[src/rtl/execute_mdu.sv]
// execute_mdu: RV32 execute stage with operand forwarding, branch/JALR target
// generation, a combinational base ALU and a multi-cycle RV32M multiply/divide unit.
// Base ALU encoding (ALUCtrl_i): 0 ADD, 1 SUB, 2 AND, 3 OR, 4 XOR, 5 SLT, 6 SLTU,
// 7 SLL, 8 SRL, 9 SRA; other codes give 0.
// Handshake: an M op is accepted in IDLE when ValidE_i & MExtE_i & ~FlushE_i; StallE_o
// stays high until the DONE cycle, during which upstream holds its inputs stable. In DONE
// ALUResultE_o carries the result and upstream advances at the following edge.
module execute_mdu #(
    parameter int DATA_WIDTH  = 32,
    parameter int MUL_LATENCY = 2
) (
    input  logic                  clk_i,
    input  logic                  rstn_i,
    input  logic                  FlushE_i,
    input  logic                  ValidE_i,
    input  logic [DATA_WIDTH-1:0] RD1E_i,
    input  logic [DATA_WIDTH-1:0] RD2E_i,
    input  logic [DATA_WIDTH-1:0] PCE_i,
    input  logic [DATA_WIDTH-1:0] ImmExtE_i,
    input  logic [DATA_WIDTH-1:0] PCPlus4E_i,
    input  logic [DATA_WIDTH-1:0] ResultW_i,
    input  logic [DATA_WIDTH-1:0] ALUResultM_i,
    input  logic [1:0]            ForwardAE_i,
    input  logic [1:0]            ForwardBE_i,
    input  logic [3:0]            ALUCtrl_i,
    input  logic                  ALUSrc_i,
    input  logic                  JalrE_i,
    input  logic                  MExtE_i,
    input  logic [2:0]            MOpE_i,
    output logic [DATA_WIDTH-1:0] ALUResultE_o,
    output logic [DATA_WIDTH-1:0] WriteDataE_o,
    output logic [DATA_WIDTH-1:0] PCPlus4E_o,
    output logic [DATA_WIDTH-1:0] PCTargetE_o,
    output logic                  Zero_o,
    output logic                  StallE_o,
    output logic [1:0]            DbgStateE_o
);
    localparam int DW = DATA_WIDTH;
    localparam int SW = $clog2(DW);
    localparam int CW = $clog2(DW + MUL_LATENCY + 1);

    typedef enum logic [1:0] {S_IDLE = 2'd0, S_MUL = 2'd1, S_DIV = 2'd2, S_DONE = 2'd3} state_t;

    state_t          state_q;
    logic [CW-1:0]   cnt_q;
    logic [DW-1:0]   op_a_q, op_b_q, quo_q, rem_q, dvs_q, result_q;
    logic [1:0]      mop_q;

    logic [DW-1:0]   src_a, fwd_b, src_b, jalr_sum, alu_res;
    logic [SW-1:0]   shamt;
    logic            accept;

    // Forwarding muxes for operand A and store data / operand B
    always_comb begin
        case (ForwardAE_i)
            2'b01:   src_a = ResultW_i;
            2'b10:   src_a = ALUResultM_i;
            default: src_a = RD1E_i;
        endcase
        case (ForwardBE_i)
            2'b01:   fwd_b = ResultW_i;
            2'b10:   fwd_b = ALUResultM_i;
            default: fwd_b = RD2E_i;
        endcase
    end

    assign src_b        = ALUSrc_i ? ImmExtE_i : fwd_b;
    assign WriteDataE_o = fwd_b;
    assign PCPlus4E_o   = PCPlus4E_i;
    assign jalr_sum     = src_a + ImmExtE_i;
    assign PCTargetE_o  = JalrE_i ? (jalr_sum & {{(DW-1){1'b1}}, 1'b0}) : (PCE_i + ImmExtE_i);
    assign shamt        = src_b[SW-1:0];

    // Base ALU, zero latency
    always_comb begin
        alu_res = '0;
        case (ALUCtrl_i)
            4'd0: alu_res = src_a + src_b;
            4'd1: alu_res = src_a - src_b;
            4'd2: alu_res = src_a & src_b;
            4'd3: alu_res = src_a | src_b;
            4'd4: alu_res = src_a ^ src_b;
            4'd5: alu_res = {{(DW-1){1'b0}}, ($signed(src_a) < $signed(src_b))};
            4'd6: alu_res = {{(DW-1){1'b0}}, (src_a < src_b)};
            4'd7: alu_res = src_a << shamt;
            4'd8: alu_res = src_a >> shamt;
            4'd9: alu_res = $unsigned($signed(src_a) >>> shamt);
            default: alu_res = '0;
        endcase
    end

    // Multiplier: live operands in IDLE (latency-1 case), latched ones afterwards.
    // Operands are extended to 2*DW bits so one unsigned multiply covers all sign modes.
    logic [DW-1:0]   mul_a, mul_b, mul_res;
    logic [1:0]      mul_op;
    logic            mul_a_sgn, mul_b_sgn;
    logic [2*DW-1:0] mul_a_ext, mul_b_ext, prod;

    assign mul_a     = (state_q == S_IDLE) ? src_a : op_a_q;
    assign mul_b     = (state_q == S_IDLE) ? src_b : op_b_q;
    assign mul_op    = (state_q == S_IDLE) ? MOpE_i[1:0] : mop_q;
    assign mul_a_sgn = (mul_op == 2'b01) || (mul_op == 2'b10);
    assign mul_b_sgn = (mul_op == 2'b01);
    assign mul_a_ext = {{DW{mul_a_sgn & mul_a[DW-1]}}, mul_a};
    assign mul_b_ext = {{DW{mul_b_sgn & mul_b[DW-1]}}, mul_b};
    assign prod      = mul_a_ext * mul_b_ext;
    assign mul_res   = (mul_op == 2'b00) ? prod[DW-1:0] : prod[2*DW-1:DW];

    // Divider: one restoring step per cycle on magnitudes, then sign/special-case fix-up
    logic [DW:0]   trial;
    logic [DW-1:0] rem_nxt, quo_nxt, quo_fix, rem_fix, div_res, abs_a, abs_b;
    logic          div_signed, neg_a, neg_b, b_zero, acc_signed;

    assign trial      = {rem_q, quo_q[DW-1]} - {1'b0, dvs_q};
    assign rem_nxt    = trial[DW] ? {rem_q[DW-2:0], quo_q[DW-1]} : trial[DW-1:0];
    assign quo_nxt    = {quo_q[DW-2:0], ~trial[DW]};
    assign div_signed = ~mop_q[0];
    assign neg_a      = div_signed & op_a_q[DW-1];
    assign neg_b      = div_signed & op_b_q[DW-1];
    assign b_zero     = (op_b_q == '0);
    assign quo_fix    = b_zero ? '1 : ((neg_a ^ neg_b) ? (-quo_nxt) : quo_nxt);
    assign rem_fix    = b_zero ? op_a_q : (neg_a ? (-rem_nxt) : rem_nxt);
    assign div_res    = mop_q[1] ? rem_fix : quo_fix;
    assign acc_signed = ~MOpE_i[0];
    assign abs_a      = (acc_signed & src_a[DW-1]) ? (-src_a) : src_a;
    assign abs_b      = (acc_signed & src_b[DW-1]) ? (-src_b) : src_b;

    assign accept = (state_q == S_IDLE) & ValidE_i & MExtE_i & ~FlushE_i;

    // MDU control FSM with operand, work and result registers
    always_ff @(posedge clk_i) begin
        if (!rstn_i) begin
            state_q  <= S_IDLE;
            cnt_q    <= '0;
            op_a_q   <= '0;
            op_b_q   <= '0;
            mop_q    <= '0;
            quo_q    <= '0;
            rem_q    <= '0;
            dvs_q    <= '0;
            result_q <= '0;
        end else if (FlushE_i) begin
            state_q <= S_IDLE;
            cnt_q   <= '0;
        end else begin
            case (state_q)
                S_IDLE: begin
                    if (accept) begin
                        op_a_q <= src_a;
                        op_b_q <= src_b;
                        mop_q  <= MOpE_i[1:0];
                        cnt_q  <= '0;
                        quo_q  <= abs_a;
                        rem_q  <= '0;
                        dvs_q  <= abs_b;
                        if (MOpE_i[2]) begin
                            state_q <= S_DIV;
                        end else if (MUL_LATENCY == 1) begin
                            result_q <= mul_res;
                            state_q  <= S_DONE;
                        end else begin
                            state_q <= S_MUL;
                        end
                    end
                end
                S_MUL: begin
                    if (cnt_q == CW'(MUL_LATENCY - 2)) begin
                        result_q <= mul_res;
                        state_q  <= S_DONE;
                    end else begin
                        cnt_q <= cnt_q + 1'b1;
                    end
                end
                S_DIV: begin
                    quo_q <= quo_nxt;
                    rem_q <= rem_nxt;
                    if (cnt_q == CW'(DW - 1)) begin
                        result_q <= div_res;
                        state_q  <= S_DONE;
                    end else begin
                        cnt_q <= cnt_q + 1'b1;
                    end
                end
                default: state_q <= S_IDLE;
            endcase
        end
    end

    assign StallE_o     = accept | (state_q == S_MUL) | (state_q == S_DIV);
    assign ALUResultE_o = (state_q == S_DONE) ? result_q : alu_res;
    assign Zero_o       = (ALUResultE_o == '0);
    assign DbgStateE_o  = state_q;

endmodule

[config.mk]
export PLATFORM = sky130hd
export DESIGN_NAME = execute_mdu
export DESIGN_NICKNAME = d
export VERILOG_FILES = /design/src/rtl/execute_mdu.sv
export SDC_FILE = /design/constraint.sdc
export NUM_CORES = 2
export LEC_CHECK = 0
export ABC_AREA = 1
export BUFFER_PORTS_ARGS = -buffer_cell sky130_fd_sc_hd__buf_2
export CAP_MARGIN = 30
export CORE_UTILIZATION = 55
export DETAILED_ROUTE_END_ITERATION = 12
export MAX_ROUTING_LAYER = met4
export PLACE_DENSITY = 0.8
export SLEW_MARGIN = 0
export SYNTH_ARGS = -nofsm -noshare
export SYNTH_HDL_FRONTEND = slang
export SYNTH_SLANG_ARGS = --single-unit
[constraint.sdc]
create_clock -name clk_i -period 19.25 [get_ports clk_i]
set_input_delay 0 -clock clk_i [delete_from_list [all_inputs] [get_ports clk_i]]
set_output_delay 0 -clock clk_i [all_outputs]
set_load 0.01 [all_outputs]
==> results.json <==
{
  "outcome": "completed",
  "clock_skew_ps": 30.6,
  "ys_ff_latch": 201,
  "post_cts_resized": 0,
  "synth_area_um2": 67900,
  "setup_viol": 0,
  "grt_pass1_vias": 73095,
  "io_pins": 374,
  "firstDrtPassIters": 12,
  "setup_tns_ps": 0,
  "crit_arrival_ps": 12610,
  "slew_headroom": 0.212,
  "die_w_um": 353,
  "finalCritPeriodShare": 0.627,
  "synthArstFlopShare": 0,
  "hpwlAfterDp_um": 269000,
  "clock-sinks": 201,
  "slew_violations": 0,
  "cts_hold_buffers": 37,
  "min_period_ps": 12080,
  "core-area_um2": 122000,
  "hold_path.class": "primary input to output pin",
  "ctsHtreeMaxLevel": 1,
  "area_growth_pct": 7.28,
  "avgSynthCellArea_um2": 6.78,
  "worstMarginPinSlew_ps": 1180,
  "hold_violations": 0,
  "rows": 128,
  "cp_common_cell": "fa_1",
  "route.detailed.drc": 0,
  "cts_tree": "yes",
  "rsz0062_at_grt": "false",
  "worst_ep_required_time_ps": 19780,
  "cts_root_buffer": "clkbuf_16",
  "numPortBuffers": 309,
  "critPathSlowestCell": "fa_1",
  "synth_edf_count": 0,
  "synthCells": 10013,
  "via_count": 73664,
  "nNetsFinal": 11941,
  "wl_per_cell_um": 28.0,
  "cap_viol_max_count": 0,
  "nFillCells": 11276,
  "grt_overflow_total": 0,
  "insertion_delay_ps": 620,
  "totalWireLength_um": 331000,
  "post_cts_buffers": 0,
  "yosysSeqAreaShare": 0.0593,
  "drtAntennaViolNets": 0,
  "max_freq_mhz": 82.8,
  "clock_path_buffers": 3,
  "grt_antenna_before_repair": 32,
  "start_kind": "primary input",
  "crit_path_max_fanout": 31,
  "grt_pass1_wl_um": 479000,
  "cpPeakStageDelay_ps": 840,
  "gp_congestion": 1.15,
  "drt_iter0_drc": 10619,
  "drive_gt1_frac": 0.0752,
  "netlist-cell-type-count": 67,
  "yosys_warnings": 0,
  "clkTransAtPathRegs_ps": 60,
  "fp.dieH_um": 353,
  "grt_max_degree": 87,
  "start_util": 0.556,
  "endpoint_kind": "register",
  "criticalPathCategory": "primary input to register",
  "synth_ff_type": "dfxtp_1",
  "synth.net_count": 11803,
  "die_area_um2": 125000,
  "cts_buffers": 26,
  "track_usage": 0.541,
  "viasPerCell": 6.23
}
-- final timing paths --
kind,end,slack [ps],cells past startpoint,startpoint
hold / removal,PCPlus4E_o[12],0.004,0,PCPlus4E_i[12]
setup / recovery,result_q[27]$_SDFFE_PN0P_,7170,37,ForwardAE_i[0]
hold reg to reg,dvs_q[31]$_SDFFE_PN0P_,470,2,dvs_q[31]$_SDFFE_PN0P_
setup reg to reg,result_q[27]$_SDFFE_PN0P_,7680,33,DbgStateE_o[1]$_SDFFE_PP0P_
-- Yosys cell counts (10+ instances only) --
master,instances,share of area
nand2_1,2538,0.14
buf_4,45,0.0050
clkbuf_1,307,0.017
clkinv_1,19,0.0011
dfxtp_1,201,0.059
a21o_1,26,0.0029
xor2_1,65,0.0084
a221o_1,12,0.0018
xnor2_1,23,0.0030
nand3b_1,14,0.0015
nor4_1,25,0.0023
a21boi_0,12,0.0013
inv_1,1859,0.10
a31oi_1,44,0.0041
nand3_1,518,0.038
nor3_1,66,0.0049
fa_1,1130,0.33
o21a_1,17,0.0019
inv_2,25,0.0014
a211oi_1,10,0.0011
or2_2,27,0.0025
o21ai_0,504,0.037
nor2_2,16,0.0015
buf_2,59,0.0043
nor2_1,973,0.054
o211ai_1,56,0.0062
nand4_1,65,0.0060
ha_1,418,0.077
o22ai_1,29,0.0027
a221oi_1,12,0.0015
o21ai_1,111,0.0082
o221ai_1,34,0.0044
o21bai_1,23,0.0025
nand2_2,28,0.0026
buf_1,26,0.0014
a21oi_1,566,0.042
o21ai_2,29,0.0037
-- cells by family after synthesis --
logic type | share of synthesized area
simple gates | 0.259
buf+inv | 0.134
fa+ha+maj | 0.410
compound gates | 0.126
flops | 0.0593
xor+xnor | 0.0114
mux | 0.000442
-- placed cells by master (no fill, tap or decap), types with 18 or more instances in the layout --
master and n:
clkinv_1 18, nor3_1 64, a31oi_1 44, nand3_1 518, dfxtp_1 201, inv_2 29, clkbuf_16 26, nand2_2 28
buf_2 311, o211ai_1 56, nor2_1 971, o21bai_1 23, o21ai_0 482, o22ai_1 29, buf_4 197, a21oi_1 566
nand2_1 2538, diode_2 35, nand4_1 65, ha_1 417, or2_2 27, a21o_1 26, inv_1 1855, nor4_1 25
xnor2_1 23, dlygate4sd3_1 37, xor2_1 65, fa_1 1130, nor2_2 18, o21ai_2 59, o21ai_1 96, o221ai_1 34
-- metal layers --
layer / wire length (um) / vias to the layer above / share of wire / GRT usage
li1: - / 31213 / - / -
met1: 113000 / 34936 / 0.34 / 0.626
met2: 135000 / 5865 / 0.41 / 0.760
met3: 49000 / 1650 / 0.15 / 0.196
met4: 33800 / 0 / 0.10 / 0.414
met5: 0 / - / 0 / -
-- critical path: cells and delay by family --
| family | cells | cell delay (ps) |
|---|---|---|
| adder cells (fa/ha/maj) | 10 | 5590 |
| AO/OA/AOI/OAI | 7 | 1820 |
| XOR/XNOR | 1 | 170 |
| AND/OR/NAND/NOR | 9 | 1630 |
| buffers and inverters | 10 | 3250 |
-- flip-flops by register name (all words and copies together), names as in the netlist --
signal and count:
quo_q 32, dvs_q 31, rem_q 32, op_a_q 32
DbgStateE_o 2, result_q 32, cnt_q 6, mop_q 2
op_b_q 32
-- stage by stage --
stage / setup slack [ps] / area [um^2] / hold WS (ps) / util / cells
6_report: 7170 / 72800 / 0.00392 / 0.597 / 11830
5_1_grt: 6980 / 72800 / 0.0169 / 0.597 / 11822
2_1_floorplan: 9770 / 67900 / 91.8 / - / 10013
3_5_place_dp: 6940 / 71400 / 0.0686 / 0.585 / 11707
4_1_cts: 7530 / 72700 / 0.0686 / 0.595 / 11791
3_3_place_gp: 6860 / 71200 / 0.0686 / 0.584 / 11700
-- layout make-up --
class / count / area [um^2] / share of cell area
antenna: 35 / 87.6 / 0.00120
clock buffer: 31 / 709 / 0.00974
clock inverter: 16 / 208 / 0.00285
inverter: 1905 / 7160 / 0.0983
multi-input combinational: 7463 / 55000 / 0.755
sequential: 201 / 4020 / 0.0553
tap: 1625 / 2030 / 0.0279
timing repair buffer: 554 / 3640 / 0.0500
Power is left out: the tool's default activity adds up to more than one toggle a clock period on the data nets, which glitch-free logic cannot reach.
